**src/rtl/sha3_pkg.sv**
```systemverilog
// sha3_pkg: shared constants and FSM states for the SHA3-256 message scheduler
package sha3_pkg;
  localparam int WORD_W = 64;
  localparam int RATE_W = 1088;
  localparam int RATE_BYTES = 136;
  localparam int RATE_WORDS = 17;
  localparam int DIGEST_W = 256;
  localparam logic [7:0] PAD_FIRST = 8'h06;
  localparam logic [7:0] PAD_LAST = 8'h80;
  localparam logic [2:0] IDLE = 3'd0;
  localparam logic [2:0] FILL = 3'd1;
  localparam logic [2:0] PAD = 3'd2;
  localparam logic [2:0] DISPATCH = 3'd3;
  localparam logic [2:0] WAIT_OUT = 3'd4;
endpackage

```
**src/rtl/sha3_msg_sched_if.sv**
```systemverilog
// sha3_msg_sched_if: message word stream, core block handshake and digest bundle
interface sha3_msg_sched_if;
  import sha3_pkg::*;
  logic [WORD_W-1:0] msg_data;
  logic msg_valid;
  logic msg_last;
  logic [3:0] msg_bytes;
  logic msg_ready;
  logic [RATE_W-1:0] core_in;
  logic core_in_valid;
  logic core_more;
  logic core_hash_next;
  logic [DIGEST_W-1:0] core_out;
  logic core_out_valid;
  logic [DIGEST_W-1:0] digest;
  logic digest_valid;
  logic busy;
  modport slave (
    input msg_data, msg_valid, msg_last, msg_bytes, core_hash_next, core_out, core_out_valid,
    output msg_ready, core_in, core_in_valid, core_more, digest, digest_valid, busy
  );
  modport master (
    output msg_data, msg_valid, msg_last, msg_bytes, core_hash_next, core_out, core_out_valid,
    input msg_ready, core_in, core_in_valid, core_more, digest, digest_valid, busy
  );
endinterface

```
**src/rtl/sha3_pad_gen.sv**
```systemverilog
// sha3_pad_gen: writes SHA3 0x06..0x80 padding into a rate block from byte p onward
module sha3_pad_gen
  import sha3_pkg::*;
(
  input  logic [RATE_W-1:0] blk_i,
  input  logic [7:0]        p_i,
  output logic [RATE_W-1:0] blk_o,
  output logic              ovf_o
);
  assign ovf_o = p_i >= 8'(RATE_BYTES);
  // bytes before p keep message data; p gets 0x06, the last byte has 0x80 OR'd in, the rest are zero
  always_comb begin
    blk_o = blk_i;
    for (int k = 0; k < RATE_BYTES; k++)
      if (8'(k) >= p_i)
        blk_o[RATE_W-1-8*k -: 8] = (8'(k) == p_i ? PAD_FIRST : 8'h00) | (k == RATE_BYTES - 1 ? PAD_LAST : 8'h00);
  end
endmodule

```
**src/rtl/sha3_msg_sched.sv**
```systemverilog
// sha3_msg_sched: packs 64-bit message words into padded 1088-bit blocks and paces them into the SHA3 core
module sha3_msg_sched
  import sha3_pkg::*;
(
  input logic clk,
  input logic rst_n,
  sha3_msg_sched_if.slave bus
);
  logic [2:0] state_q, state_d;
  logic [RATE_W-1:0] blk_q, blk_d, pad_blk;
  logic [4:0] word_cnt_q, word_cnt_d;
  logic [7:0] pad_pos_q, pad_pos_d;
  logic first_blk_q, first_blk_d;
  logic more_q, more_d;
  logic pad_pending_q, pad_pending_d;
  logic ready_q, ready_d;
  logic digest_valid_q, digest_valid_d;
  logic [DIGEST_W-1:0] digest_q, digest_d;
  logic pad_ovf, accept, strobe;
  logic [3:0] last_bytes;

  assign last_bytes = bus.msg_bytes > 4'd8 ? 4'd8 : bus.msg_bytes;
  assign accept = bus.msg_valid & ready_q;
  assign strobe = state_q == DISPATCH && (first_blk_q || bus.core_hash_next);

  assign bus.msg_ready = ready_q;
  assign bus.core_in = blk_q;
  assign bus.core_in_valid = strobe;
  assign bus.core_more = strobe & more_q;
  assign bus.digest = digest_q;
  assign bus.digest_valid = digest_valid_q;
  assign bus.busy = state_q != IDLE;

  sha3_pad_gen u_pad (
    .blk_i(state_q == PAD ? blk_q : '0),
    .p_i  (state_q == PAD ? pad_pos_q : 8'd0),
    .blk_o(pad_blk),
    .ovf_o(pad_ovf)
  );

  // block assembly, padding and one-block-in-flight dispatch sequencing
  always_comb begin
    state_d = state_q;
    blk_d = blk_q;
    word_cnt_d = word_cnt_q;
    pad_pos_d = pad_pos_q;
    first_blk_d = first_blk_q;
    more_d = more_q;
    pad_pending_d = pad_pending_q;
    digest_valid_d = digest_valid_q;
    digest_d = digest_q;
    case (state_q)
      IDLE, FILL: if (accept) begin
        blk_d[RATE_W-1-WORD_W*int'(word_cnt_q) -: WORD_W] = bus.msg_data;
        word_cnt_d = word_cnt_q + 5'd1;
        digest_valid_d = state_q == IDLE ? 1'b0 : digest_valid_q;
        pad_pos_d = {word_cnt_q, 3'b000} + 8'(last_bytes);
        more_d = !bus.msg_last;
        state_d = bus.msg_last ? PAD : word_cnt_q == 5'(RATE_WORDS - 1) ? DISPATCH : FILL;
      end
      PAD: begin
        blk_d = pad_blk;
        more_d = pad_ovf;
        pad_pending_d = pad_ovf;
        state_d = DISPATCH;
      end
      DISPATCH: if (strobe) begin
        first_blk_d = 1'b0;
        if (pad_pending_q) begin
          blk_d = pad_blk;
          more_d = 1'b0;
          pad_pending_d = 1'b0;
        end else if (more_q) begin
          blk_d = '0;
          word_cnt_d = 5'd0;
          state_d = FILL;
        end else state_d = WAIT_OUT;
      end
      WAIT_OUT: if (bus.core_out_valid) begin
        digest_d = bus.core_out;
        digest_valid_d = 1'b1;
        blk_d = '0;
        word_cnt_d = 5'd0;
        first_blk_d = 1'b1;
        state_d = IDLE;
      end
      default: state_d = IDLE;
    endcase
    ready_d = state_d == IDLE || state_d == FILL;
  end

  // state registers, cleared asynchronously together with the core
  always_ff @(posedge clk or negedge rst_n)
    if (!rst_n) begin
      state_q <= IDLE;
      blk_q <= '0;
      word_cnt_q <= '0;
      pad_pos_q <= '0;
      first_blk_q <= 1'b1;
      more_q <= 1'b0;
      pad_pending_q <= 1'b0;
      ready_q <= 1'b0;
      digest_valid_q <= 1'b0;
      digest_q <= '0;
    end else begin
      state_q <= state_d;
      blk_q <= blk_d;
      word_cnt_q <= word_cnt_d;
      pad_pos_q <= pad_pos_d;
      first_blk_q <= first_blk_d;
      more_q <= more_d;
      pad_pending_q <= pad_pending_d;
      ready_q <= ready_d;
      digest_valid_q <= digest_valid_d;
      digest_q <= digest_d;
    end
endmodule

```
**src/flat_wrapper.sv**
```systemverilog
// flat-port wrapper written by rule: the top's interface ports become plain ports
module sha3_msg_sched_flat import sha3_pkg::*;
  (clk, rst_n, bus_msg_data, bus_msg_valid, bus_msg_last, bus_msg_bytes, bus_core_hash_next, bus_core_out, bus_core_out_valid, bus_msg_ready, bus_core_in, bus_core_in_valid, bus_core_more, bus_digest, bus_digest_valid, bus_busy);
  sha3_msg_sched_if bus_i ();
  input logic clk;
  input logic rst_n;
  input wire logic [$bits(bus_i.msg_data)-1:0] bus_msg_data;
  input wire logic [$bits(bus_i.msg_valid)-1:0] bus_msg_valid;
  input wire logic [$bits(bus_i.msg_last)-1:0] bus_msg_last;
  input wire logic [$bits(bus_i.msg_bytes)-1:0] bus_msg_bytes;
  input wire logic [$bits(bus_i.core_hash_next)-1:0] bus_core_hash_next;
  input wire logic [$bits(bus_i.core_out)-1:0] bus_core_out;
  input wire logic [$bits(bus_i.core_out_valid)-1:0] bus_core_out_valid;
  output wire logic [$bits(bus_i.msg_ready)-1:0] bus_msg_ready;
  output wire logic [$bits(bus_i.core_in)-1:0] bus_core_in;
  output wire logic [$bits(bus_i.core_in_valid)-1:0] bus_core_in_valid;
  output wire logic [$bits(bus_i.core_more)-1:0] bus_core_more;
  output wire logic [$bits(bus_i.digest)-1:0] bus_digest;
  output wire logic [$bits(bus_i.digest_valid)-1:0] bus_digest_valid;
  output wire logic [$bits(bus_i.busy)-1:0] bus_busy;
  assign bus_i.msg_data = bus_msg_data;
  assign bus_i.msg_valid = bus_msg_valid;
  assign bus_i.msg_last = bus_msg_last;
  assign bus_i.msg_bytes = bus_msg_bytes;
  assign bus_i.core_hash_next = bus_core_hash_next;
  assign bus_i.core_out = bus_core_out;
  assign bus_i.core_out_valid = bus_core_out_valid;
  assign bus_msg_ready = bus_i.msg_ready;
  assign bus_core_in = bus_i.core_in;
  assign bus_core_in_valid = bus_i.core_in_valid;
  assign bus_core_more = bus_i.core_more;
  assign bus_digest = bus_i.digest;
  assign bus_digest_valid = bus_i.digest_valid;
  assign bus_busy = bus_i.busy;
  sha3_msg_sched u_core (.clk(clk), .rst_n(rst_n), .bus(bus_i));
endmodule
```
**config.mk**
```make
export PLATFORM = sky130hd
export DESIGN_NAME = sha3_msg_sched_flat
export DESIGN_NICKNAME = d
export VERILOG_FILES = /design/src/rtl/sha3_pkg.sv /design/src/rtl/sha3_msg_sched_if.sv /design/src/rtl/sha3_pad_gen.sv /design/src/rtl/sha3_msg_sched.sv /design/src/flat_wrapper.sv
export SDC_FILE = /design/constraint.sdc
export NUM_CORES = 2
export LEC_CHECK = 0
export BUFFER_PORTS_ARGS = -buffer_cell sky130_fd_sc_hd__buf_2
export CORE_AREA = 2 2 659 661
export CTS_CLUSTER_SIZE = 25
export DETAILED_ROUTE_END_ITERATION = 10
export DIE_AREA = 0 0 661 663
export PLACE_DENSITY_LB_ADDON = 0.08
export SKIP_CTS_REPAIR_TIMING = 1
export SLEW_MARGIN = 20
export SYNTH_ARGS = -nofsm -noshare
export SYNTH_HDL_FRONTEND = slang
export SYNTH_SLANG_ARGS = --single-unit
export TNS_END_PERCENT = 1
```
**constraint.sdc**
```tcl
create_clock -name clk -period 7.9 [get_ports clk]
set_input_delay 1.58 -clock clk [delete_from_list [all_inputs] [get_ports clk]]
set_output_delay 1.58 -clock clk [all_outputs]
set_load 0.01 [all_outputs]
```
==> flow_metrics.tcl <==
set metrics [dict create \
    dpl_cell_area_um2 69700 \
    grt_overflow 0 \
    synth_cell_type_count 82 \
    grt_pass1_wl_um 537000 \
    worst_path_largest_cell_delay_ns 0.88 \
    synth_fp_nets 4481 \
    powerDensity_nw_per_um2 468 \
    ys_seq_area_share_pct 63.3 \
    fin_area_um2 76400 \
    syn2layout_area_growth_pct 41.5 \
    yosys_warnings 0 \
    setup_violations 0 \
    initial_core_util_pct 12.5 \
    die_width_um 661 \
    clkSinkCount 1365 \
    grt.total_usage_pct 18.6 \
    drcViolationCount 0 \
    cts_buffer_depth 4 \
    reg2regPathDepth 11 \
    antenna_found_initial 107 \
    gp_congestion 0.796 \
    fin_setup_tns_ns 0 \
    arrival_ns 5.56 \
    io_pins 1679 \
    die_y_um 663 \
    cap_viol_max_count 0 \
    postLayoutCoreUtil_pct 17.7 \
    yosysTopAreaCellShare_pct 63.3 \
    core_region_area_um2 432000 \
    fmax_ghz 0.211 \
    post-route-period-util_pct 59.9 \
    fin_cells 11700 \
    viasPerCell 3.95 \
    hpwl_um 326000 \
    cts_buffers 192 \
    firstDrtPassIters 7 \
    fin_hold_ws_ns 0.481 \
    routed_wirelength_um 421000 \
    rows 242 \
    hold_class "flip-flop to flip-flop" \
    status "completed" \
    cp-end-kind "flip-flop" \
    crit_chain "inv_1 > ha_1 > nor3b_1 > ha_1 > nor2_1 > nand3_1 > buf_4 > nor4_1 > and2_4 > buf_4 > a22o_1" \
    r2r_start "u_core.word_cnt_q[0]" \
    clock_latency_ns 0.93 \
    fill_cells 47600 \
    final_antenna_net_count 0 \
    root_buffer "clkbuf_16" \
    path_clk_slew_ns 0.06 \
    syn_avg_cell_area_um2 13.0 \
    p_leak_nw 36.8 \
    relSlewSlack_pct 22.5 \
    synth-seq-cells 1365 \
    yosysTopAreaCell "dfrtp_1" \
    period_minus_slack_ns 4.73 \
    dp_cells 11300 \
    drt_iter0_drc 3176 \
    yosys-top-cells-count "1364 x dfrtp_1, 785 x a22o_1, 260 x mux2_2" \
    synth.most_common_cell "dfrtp_1" \
    vdd_drop_max_uv 198 \
    cp.required_ns 8.73 \
    slowest_stage "nor4_1" \
    crit_path_start_kind "flip-flop" \
    hold_viol 0 \
    syn_area_um2 54000 \
    cp_num_buf_inv 3 \
    placement.io_buffers 1678 \
    die_area_um2 438000 \
    synthFlopType "dfrtp_1" \
    criticalPathCategory "flip-flop to flip-flop" \
    grt_max_degree 145 \
    grt_pass1_vias 47800 \
    min_path_cells 1 \
    drt-wirelength-per-cell_um 35.9 \
    async_reset_ff_share_pct 100 \
    reg2reg_slack_ns 3.17 \
    clock_tree.htree_level_count 4 \
    synthTopCellsByArea "dfrtp_1 63%, a22o_1 13%, mux2_2 5.4%" \
    slew_violations 0 \
    rsz0062_at_grt "no" \
    nets 6125 \
    postSynthCellCount 4146 \
    cp_top_family "simple AND/OR/NAND/NOR gates" \
    drive_gt1_share_pct 42.6 \
    synth-edff-count 0 \
    worst_pin_slew_ns 1.16 \
    cp_max_fo 49 \
    cts_tree "yes" \
    fin_worst_skew_ns 0.0495 \
    num_vias 46300 \
]
==> how the worst max path moves through the flow <==
stage | startpoint | endpoint | cells after the start
after floorplan | bus_core_hash_next | bus_core_more | 3
after global routing | u_core.word_cnt_q[0] | flip-flop | 11
after global placement | u_core.word_cnt_q[0] | flip-flop | 11
final | u_core.word_cnt_q[0] | flip-flop | 11
after CTS | u_core.word_cnt_q[0] | flip-flop | 11
after detailed placement | bus_core_out_valid | flip-flop | 9
==> cells by family (layout without fill, tap and decap cells) <==
family / Yosys count / count (layout) / synth area share, %
compound gates: 1504 / 1504 / 22.4
xor+xnor: 5 / 5 / 0.0812
fa+ha+maj: 5 / 5 / 0.116
buf+inv: 449 / 2248 / 3.34
flops: 1365 / 1365 / 63.3
mux: 263 / 263 / 5.49
other cells: 0 / 49 / 0
simple gates: 555 / 555 / 5.30
==> worst register-to-register path: cells and delay by family (launching register included) <==
family,cells,cell delay (ns)
AO/OA/AOI/OAI,1,0.34
adder cells (fa/ha/maj),2,0.72
buffers and inverters,3,1.03
flip-flops,1,0.71
AND/OR/NAND/NOR,5,1.85
==> stage by stage <==
step,power [W],setup slack (ns)
2_1_floorplan,0.0172,4.15
3_3_place_gp,0.0270,3.11
3_5_place_dp,0.0270,3.15
4_1_cts,0.0366,3.17
5_1_grt,0.0375,2.88
6_report,0.0357,3.17
==> report_power, final <==
part,internal (W),switching (W)
registers,0.00943,0.00152
logic,0.00468,0.0108
clock network,0.00544,0.00382
total,0.0195,0.0162
==> layout make-up <==
class	instances	area (µm²)	share of cell area [%]
diodes	49	123	0.161
flip-flops and latches	1365	34200	44.7
well taps	5734	7170	9.39
inverters	57	214	0.280
clock inverters	70	853	1.12
clock buffers	279	5660	7.41
repair buffers	1842	9780	12.8
multi-input cells	2332	18400	24.1
==> cell usage in the layout (no fill, tap or decap), types with 36 or more instances in the layout <==
| cell type | count |
|---|---|
| dfrtp_1 | 1362 |
| nand2_1 | 137 |
| inv_1 | 57 |
| nor2_1 | 94 |
| clkbuf_16 | 193 |
| buf_4 | 152 |
| a21oi_1 | 154 |
| diode_2 | 49 |
| a22oi_1 | 41 |
| clkbuf_8 | 51 |
| o2bb2ai_1 | 118 |
| o21ai_0 | 85 |
| a22o_1 | 785 |
| a221o_1 | 59 |
| nand3_1 | 89 |
| mux2_2 | 260 |
| buf_2 | 1677 |
| clkinv_2 | 36 |
==> metal layers <==
| metal | part of all wire (%) | GRT usage [%] | wire length [µm] | vias up |
|---|---|---|---|---|
| met5 | 0.15 | 0 | 630 | - |
| met4 | 3.6 | 5.60 | 15200 | 98 |
| li1 | - | - | - | 19300 |
| met3 | 7.4 | 5.64 | 31300 | 531 |
| met2 | 53 | 34.9 | 223000 | 1826 |
| met1 | 36 | 19.6 | 151000 | 24600 |
Note: power is estimated with default switching activity, not from simulation.
